===== src/rtl/riscv_dift_tag_manip_seq.sv =====
// riscv_dift_tag_manip_seq
// Sequential DIFT tag manipulation unit for the CV32E40P EX stage.
// Executes TAGSET and TAGRD with a registered valid/ready result port and,
// when DIFT_TAG_BULK_EN is defined, TAGBULK: a walk over a range of
// register-file tag entries through a dedicated tag write port.
// Without DIFT_TAG_BULK_EN, TAGBULK is reported as an illegal operator and
// the tag write port is tied to zero.
//
// Ports
//   clk, rst_n                     clock, asynchronous active-low reset
//   enable_i, operator_i           request and opcode (000 SET, 001 RD, 010 BULK)
//   operand_a/b/c_i                32-bit operands, sampled only on accept
//   operand_a_tag_i/c_tag_i        operand tags
//   flush_i                        abort any operation, back to idle
//   ex_ready_i                     downstream accepts the result
//   ready_o, valid_o               handshake
//   result_o, result_tag_o         result data and tag
//   illegal_op_o                   accepted operator was illegal
//   rf_tag_we/waddr/wdata/wmask_o  registered tag write port (TAGBULK)
module riscv_dift_tag_manip_seq #(
  parameter int TAG_WIDTH      = 4,
  parameter int NUM_REGS       = 32,
  parameter int REG_ADDR_WIDTH = 5
) (
  input  logic                      clk,
  input  logic                      rst_n,
  input  logic                      enable_i,
  input  logic [2:0]                operator_i,
  input  logic [31:0]               operand_a_i,
  input  logic [31:0]               operand_b_i,
  input  logic [31:0]               operand_c_i,
  input  logic [TAG_WIDTH-1:0]      operand_a_tag_i,
  input  logic [TAG_WIDTH-1:0]      operand_c_tag_i,
  input  logic                      flush_i,
  input  logic                      ex_ready_i,
  output logic                      ready_o,
  output logic                      valid_o,
  output logic [31:0]               result_o,
  output logic [TAG_WIDTH-1:0]      result_tag_o,
  output logic                      illegal_op_o,
  output logic                      rf_tag_we_o,
  output logic [REG_ADDR_WIDTH-1:0] rf_tag_waddr_o,
  output logic [TAG_WIDTH-1:0]      rf_tag_wdata_o,
  output logic [TAG_WIDTH-1:0]      rf_tag_wmask_o
);

  localparam logic [2:0] OP_TAGSET  = 3'b000;
  localparam logic [2:0] OP_TAGRD   = 3'b001;
  localparam logic [2:0] OP_TAGBULK = 3'b010;

`ifdef DIFT_TAG_BULK_EN
  typedef enum logic [1:0] {S_IDLE = 2'd0, S_WALK = 2'd1, S_RESP = 2'd2} state_e;
`else
  typedef enum logic [0:0] {S_IDLE = 1'b0, S_RESP = 1'b1} state_e;
`endif

  // Mask bits where set take the new value, others keep the old tag.
  function automatic logic [TAG_WIDTH-1:0] merge_tag(
    input logic [TAG_WIDTH-1:0] mask,
    input logic [TAG_WIDTH-1:0] vals,
    input logic [TAG_WIDTH-1:0] old
  );
    return (mask & vals) | (~mask & old);
  endfunction

  state_e state_q, state_d, accept_state;

  logic                 accept;
  logic                 op_bulk;
  logic                 op_illegal;
  logic [31:0]          ab_or;
  logic [TAG_WIDTH-1:0] set_tag;
  logic [31:0]          rd_word;
  logic                 walk_last;

  logic [31:0]          result_p1;
  logic [TAG_WIDTH-1:0] result_tag_p1;
  logic                 illegal_p1;

  // Upper operand bits are architecturally ignored by every operation.
  logic                 unused_operands;
  assign unused_operands = ^{operand_a_i, operand_b_i};

  assign ready_o = (state_q == S_IDLE) | ((state_q == S_RESP) & ex_ready_i);
  // Flush wins over a simultaneous request.
  assign accept  = enable_i & ready_o & ~flush_i;

`ifdef DIFT_TAG_BULK_EN
  assign op_bulk = (operator_i == OP_TAGBULK);
`else
  assign op_bulk = 1'b0;
`endif
  assign op_illegal = ~((operator_i == OP_TAGSET) | (operator_i == OP_TAGRD) | op_bulk);

  assign ab_or   = operand_a_i | operand_b_i;
  assign set_tag = merge_tag(ab_or[TAG_WIDTH-1:0], ab_or[TAG_WIDTH+7:8], operand_c_tag_i);

  always_comb begin
    rd_word                = '0;
    rd_word[TAG_WIDTH-1:0] = operand_a_tag_i & operand_b_i[TAG_WIDTH-1:0];
  end

  // ---- control: state register ----
  always_ff @(posedge clk or negedge rst_n) begin
    if (!rst_n) state_q <= S_IDLE;
    else        state_q <= state_d;
  end

  always_comb begin
    accept_state = S_RESP;
`ifdef DIFT_TAG_BULK_EN
    if (op_bulk) accept_state = S_WALK;
`endif
    state_d = state_q;
    case (state_q)
      S_IDLE: if (accept) state_d = accept_state;
`ifdef DIFT_TAG_BULK_EN
      S_WALK: if (walk_last) state_d = S_RESP;
`endif
      S_RESP: if (ex_ready_i) state_d = accept ? accept_state : S_IDLE;
      default: state_d = S_IDLE;
    endcase
    if (flush_i) state_d = S_IDLE;
  end

`ifdef DIFT_TAG_BULK_EN
  logic [REG_ADDR_WIDTH-1:0] idx_q, end_q, idx_next, start_idx;
  logic [TAG_WIDTH-1:0]      rf_wmask_p1, rf_wdata_p1;
  logic                      rf_we_p1;

  assign start_idx = operand_a_i[REG_ADDR_WIDTH-1:0];
  assign walk_last = (idx_q == end_q);
  // Explicit wrap so a NUM_REGS that is not a power of two still walks correctly.
  assign idx_next  = (idx_q == REG_ADDR_WIDTH'(NUM_REGS - 1)) ? '0
                                                              : idx_q + REG_ADDR_WIDTH'(1);

  // ---- stage p1: registered tag write port ----
  // idx_q is the index currently presented on the write port; x0 is walked
  // but never written.
  always_ff @(posedge clk or negedge rst_n) begin
    if (!rst_n) begin
      idx_q       <= '0;
      end_q       <= '0;
      rf_wmask_p1 <= '0;
      rf_wdata_p1 <= '0;
      rf_we_p1    <= 1'b0;
    end else if (accept && op_bulk) begin
      idx_q       <= start_idx;
      end_q       <= operand_b_i[REG_ADDR_WIDTH-1:0];
      rf_wmask_p1 <= operand_c_i[TAG_WIDTH-1:0];
      rf_wdata_p1 <= operand_c_i[TAG_WIDTH+7:8];
      rf_we_p1    <= (start_idx != '0);
    end else if ((state_q == S_WALK) && !flush_i && !walk_last) begin
      idx_q    <= idx_next;
      rf_we_p1 <= (idx_next != '0);
    end else begin
      rf_we_p1 <= 1'b0;
    end
  end

  // A flush must suppress the write already staged for this cycle.
  assign rf_tag_we_o    = rf_we_p1 & ~flush_i;
  assign rf_tag_waddr_o = idx_q;
  assign rf_tag_wdata_o = rf_wdata_p1;
  assign rf_tag_wmask_o = rf_wmask_p1;
`else
  assign walk_last      = 1'b0;
  assign rf_tag_we_o    = 1'b0;
  assign rf_tag_waddr_o = '0;
  assign rf_tag_wdata_o = '0;
  assign rf_tag_wmask_o = '0;
`endif

  // ---- stage p1: registered result ----
  // For TAGBULK the result register doubles as the write counter.
  always_ff @(posedge clk or negedge rst_n) begin
    if (!rst_n) begin
      result_p1     <= '0;
      result_tag_p1 <= '0;
      illegal_p1    <= 1'b0;
    end else if (accept) begin
      illegal_p1    <= op_illegal;
      result_tag_p1 <= '0;
      result_p1     <= '0;
      if (operator_i == OP_TAGSET) begin
        result_p1     <= operand_c_i;
        result_tag_p1 <= set_tag;
      end else if (operator_i == OP_TAGRD) begin
        result_p1 <= rd_word;
      end
`ifdef DIFT_TAG_BULK_EN
      else if (op_bulk) begin
        result_p1 <= {31'd0, (start_idx != '0)};
      end
`endif
    end
`ifdef DIFT_TAG_BULK_EN
    else if ((state_q == S_WALK) && !flush_i && !walk_last) begin
      result_p1 <= result_p1 + {31'd0, (idx_next != '0)};
    end
`endif
  end

  assign valid_o      = (state_q == S_RESP);
  assign result_o     = result_p1;
  assign result_tag_o = result_tag_p1;
  assign illegal_op_o = illegal_p1;

endmodule


===== config.mk =====
export PLATFORM = sky130hd
export DESIGN_NAME = riscv_dift_tag_manip_seq
export DESIGN_NICKNAME = d
export VERILOG_FILES = /design/src/rtl/riscv_dift_tag_manip_seq.sv
export SDC_FILE = /design/constraint.sdc
export NUM_CORES = 1
export LEC_CHECK = 0
export ABC_AREA = 1
export BUFFER_PORTS_ARGS = -buffer_cell sky130_fd_sc_hd__buf_2
export CORE_ASPECT_RATIO = 1.25
export CORE_MARGIN = 2
export CORE_UTILIZATION = 40
export DETAILED_ROUTE_END_ITERATION = 6
export PLACE_DENSITY = 0.91
export SLEW_MARGIN = 20
export SYNTH_ARGS = -nofsm -noshare
export SYNTH_HDL_FRONTEND = slang
export SYNTH_SLANG_ARGS = --single-unit
export TNS_END_PERCENT = 20

===== constraint.sdc =====
create_clock -name clk -period 2.9 [get_ports clk]
set_clock_uncertainty 0.2 [all_clocks]
set_input_delay 0.58 -clock clk [delete_from_list [all_inputs] [get_ports clk]]
set_output_delay 0.58 -clock clk [all_outputs]
set_load 0.02 [all_outputs]

* Word-level counts from Yosys, hierarchy flattened
Cells that the tools add are included.
Cells by class: bitwise logic cells 14, equal/unequal tests 1, mux-type cells 7, reductions and logical operators 1
Operators with widths (count):
- two-way mux 32 bit | 1
- bitwise AND 4 bit | 3
- bitwise OR 12 bit | 1
- two-way mux 4 bit | 2
- NOT 4 bit | 1
- bitwise OR 4 bit | 1
- bitwise AND 1 bit | 3
- == test 3 x 1 -> 1 bit, second input constant | 1
- logical NOT 3 bit | 1
- two-way mux 1 bit | 3
- NOT 1 bit | 3
- bitwise OR 1 bit | 2
- one-hot mux 1 bit (2 select lines) | 1
Word-level totals: register bits after elaboration 38, logic and storage cells 27

* Longest topological paths before layout
word-level depth 8, mapped depth 7

* Worst setup path after synthesis
No wires, ideal clock.
path type input-to-reg, start point input port ex_ready_i, end point register result_p1[2], in the netlist result_o[2], library setup time 0.116 ns, path slack 1.234 ns, stages on the path 7, arrival 1.350 ns, required time 2.584 ns, cell sequence inv_1 nand2_1 nand2_2 buf_4 buf_6 nand2_1 nand2_1
On the way: longest elaborated chain between the ends 4
RTL lines:
- from (decl) | line 35 | input logic ex_ready_i,
- bitwise AND 1 bit | line 84 | assign ready_o = (state_q == S_IDLE) | ((state_q == S_RESP) & ex_ready_i);
- bitwise OR 1 bit | line 84
- net ready_o | line 36 | output logic ready_o,
- bitwise AND 1 bit (2 in series) | line 86 | assign accept = enable_i & ready_o & ~flush_i;
- to (signal assigned) | line 186 | result_p1 <= operand_c_i;
- to (signal assigned) | line 189 | result_p1 <= rd_word;
- to (decl) | line 76 | logic [31:0] result_p1;
The timed path passes the listed nets, and every way through them passes these cells. A chain may end at the register's enable or synchronous reset.

* Worst setup path in the final report
start point input port ex_ready_i, end point output port ready_o
On the way: longest elaborated chain between the ends 2
RTL lines (line):
- bitwise AND 1 bit | 84
- bitwise OR 1 bit | 84
- to (decl) | 36
No other way between the ends.

==> metrics.cfg <==
[routing]
routed_wl_um=3960
drt_iter0_markers=41
drc=0
ant_nets=0
vias=1664
avgViaCountPerCell=4.40
wl_per_cell_um=10.5
firstDrtPassIters=4

[pwr]
seq_power_share_pct=50.1
p_comb_share_pct=17.9
p_total_uw=1150
power.density_nw_per_um2=484
power.internal_uw=824
pwr-share-clk_pct=32.0
power_leakage_uw=0.00155
irDropWorstVdd_mv=0.319
p_sw_share_pct=28.2
switchingPower_uw=324

[grt]
grt_max_degree=40
grt_pass1_vias=1617
grt_use_total_pct=16.4
grt_first_pass_wirelength_um=6590
grt_remaining_overflow=0
grt_antenna_before_repair=0

[finish]
fin_cells=378
syn_to_final_growth_pct=30.8
diodes=0
fillCellCount=437
nets=431
drive_above_1_share_pct=39.7

[setup_path]
crit_path_start=ex_ready_i
start_kind=input port
crit_type=input port to primary output
worst_ep_required_time_ns=2.12
crit_fanout=3
cp.arrival_ns=0.97
cp-end-kind=primary output
critical_path.reg2reg.startpoint=valid_o$_DFF_PN0_

[floorplan]
rows=27
die_h_um=79.2
core_um2=4390
io-pin-count=165
die_area_um2=5080
initial_core_util_pct=41.2
die_x_um=64.2

[sta]
setup_slack_ns=1.15
relSlewSlack_pct=45.5
worst_hold_slack_ns=0.185
drv_slew=0
rsz0062_at_grt=no
timing.final.crit_share_pct=60.4
period_needed_ns=1.75
worst_pin_slew_ns=0.817
fmax_ghz=0.571
finalSetupViolations=0
hold_viol=0
fin_tns_setup_ns=0

[logic_synthesis]
syn_area_um2=1810
syn_avg_cell_area_um2=8.34
syn_inst=217
synth_edf_count=0
ys.warnings.count=0
synth_area_leaders=dfrtp_1, nand2_1, buf_4, nand2_2, nand3_1
yosysTopAreaCell=dfrtp_1
synth-seq-cells=38
yosys.area.top_type_share_pct=52.5
async_reset_ff_share_pct=100
yosysSeqAreaShare_pct=52.5
synth.most_common_cell=nand2_1
synth_commonest_cells=nand2_1, dfrtp_1, buf_4
synth_cell_types=15
ys.flop_type=dfrtp_1

[clock_network]
cts_resized=0
cts_hold_buf=0
insertion_delay_ns=0.28
clockBufferDepth=2
cts_tree=built
clkTransAtPathRegs_ns=0.08
cts_num_sinks=38
cts_setup_buffers=0
numCtsBuffers=5
h-tree-depth=2
cts-root-buf=clkbuf_8

[placed_design]
dpl.cell_count=370
pre_cts_ws_ns=0.950
post-dp-hpwl_um=3010
portBuffers=102
gp_congestion=0.756

[status]
status=finished clean

[worst_hold_path]
hold_path.class=input port to asynchronous set/reset pin

[flow_run]
drv_cap=0

## layer usage
metal  vias up  wire (um)  GRT usage [%]
li1        831          -              -
met1       747       1540           17.2
met2        81       2060           31.3
met3         5        328           4.82
met4         0         34           4.47
met5         -          0              0
## cell type report
cell class / count / area, um^2 / share of cell area [%]
Clock buffer: 6 / 82.6 / 3.49
Clock inverter: 2 / 12.5 / 0.528
Inverter: 8 / 30.0 / 1.27
Multi-Input combinational cell: 163 / 702 / 29.6
Sequential cell: 38 / 951 / 40.1
Tap cell: 58 / 72.6 / 3.06
Timing Repair Buffer: 103 / 518 / 21.9
## power by group through the flow
| stage | clock (uW) | combinational (uW) | sequential, uW |
|---|---|---|---|
| after floorplan | 0 | 87.9 | 624 |
| final | 367 | 205 | 575 |
| after global placement | 0 | 203 | 584 |
| after CTS | 382 | 208 | 575 |
| after detailed placement | 0 | 208 | 585 |
| after global routing | 409 | 227 | 579 |
## through the flow
| stage | instance area [um^2] | util, % |
|---|---|---|
| final | 2370 | 53.9 |
| after CTS | 2370 | 53.9 |
| after global routing | 2370 | 53.9 |
| after global placement | 2270 | 51.8 |
| after floorplan | 1860 | - |
| after detailed placement | 2270 | 51.8 |
## cells in the final DEF (no fill, tap or decap)
cell        instances
nand2_1           110
a21oi_1             1
clkbuf_8            6
o21ai_0             5
dfrtp_1            38
nor2_8              2
buf_2             102
buf_4               1
conb_1             14
nand2_4             1
nand2_2            13
clkinvlp_4          1
clkinv_2            1
inv_1               8
nand3_1             8
nor2_1              9
## critical path, cell delays in order
cell	delay, ns
buf_2	0.10
inv_1	0.04
nand2_1	0.08
buf_2	0.17
## state kept, by name, summed over array words and instances (netlist names)
name          flops
result_tag_o      4
valid_o           1
illegal_op_o      1
result_o         32
## worst paths after layout
kind	endpoint	slack, ns	cells after the start
max in group asynchronous	result_o[20]$_DFFE_PN0P_	1.78	1
min in group clk	valid_o$_DFF_PN0_	0.27	2
max	ready_o	1.15	4
min reg2reg	result_o[15]$_DFFE_PN0P_	0.28	2
min	result_tag_o[1]$_DFFE_PN0P_	0.19	1
max reg2reg	result_o[1]$_DFFE_PN0P_	1.33	6
## cell families (layout without fill, tap and decap cells)
logic type	after synthesis	after routing	synth area share [%]
flip-flops	38	38	52.5
other	1	14	0.207
AND/OR/NAND/NOR	143	143	34.2
buffers and inverters	29	119	11.4
AO/OA/AOI/OAI	6	6	1.66
Note: power is estimated with default switching activity, not from simulation.
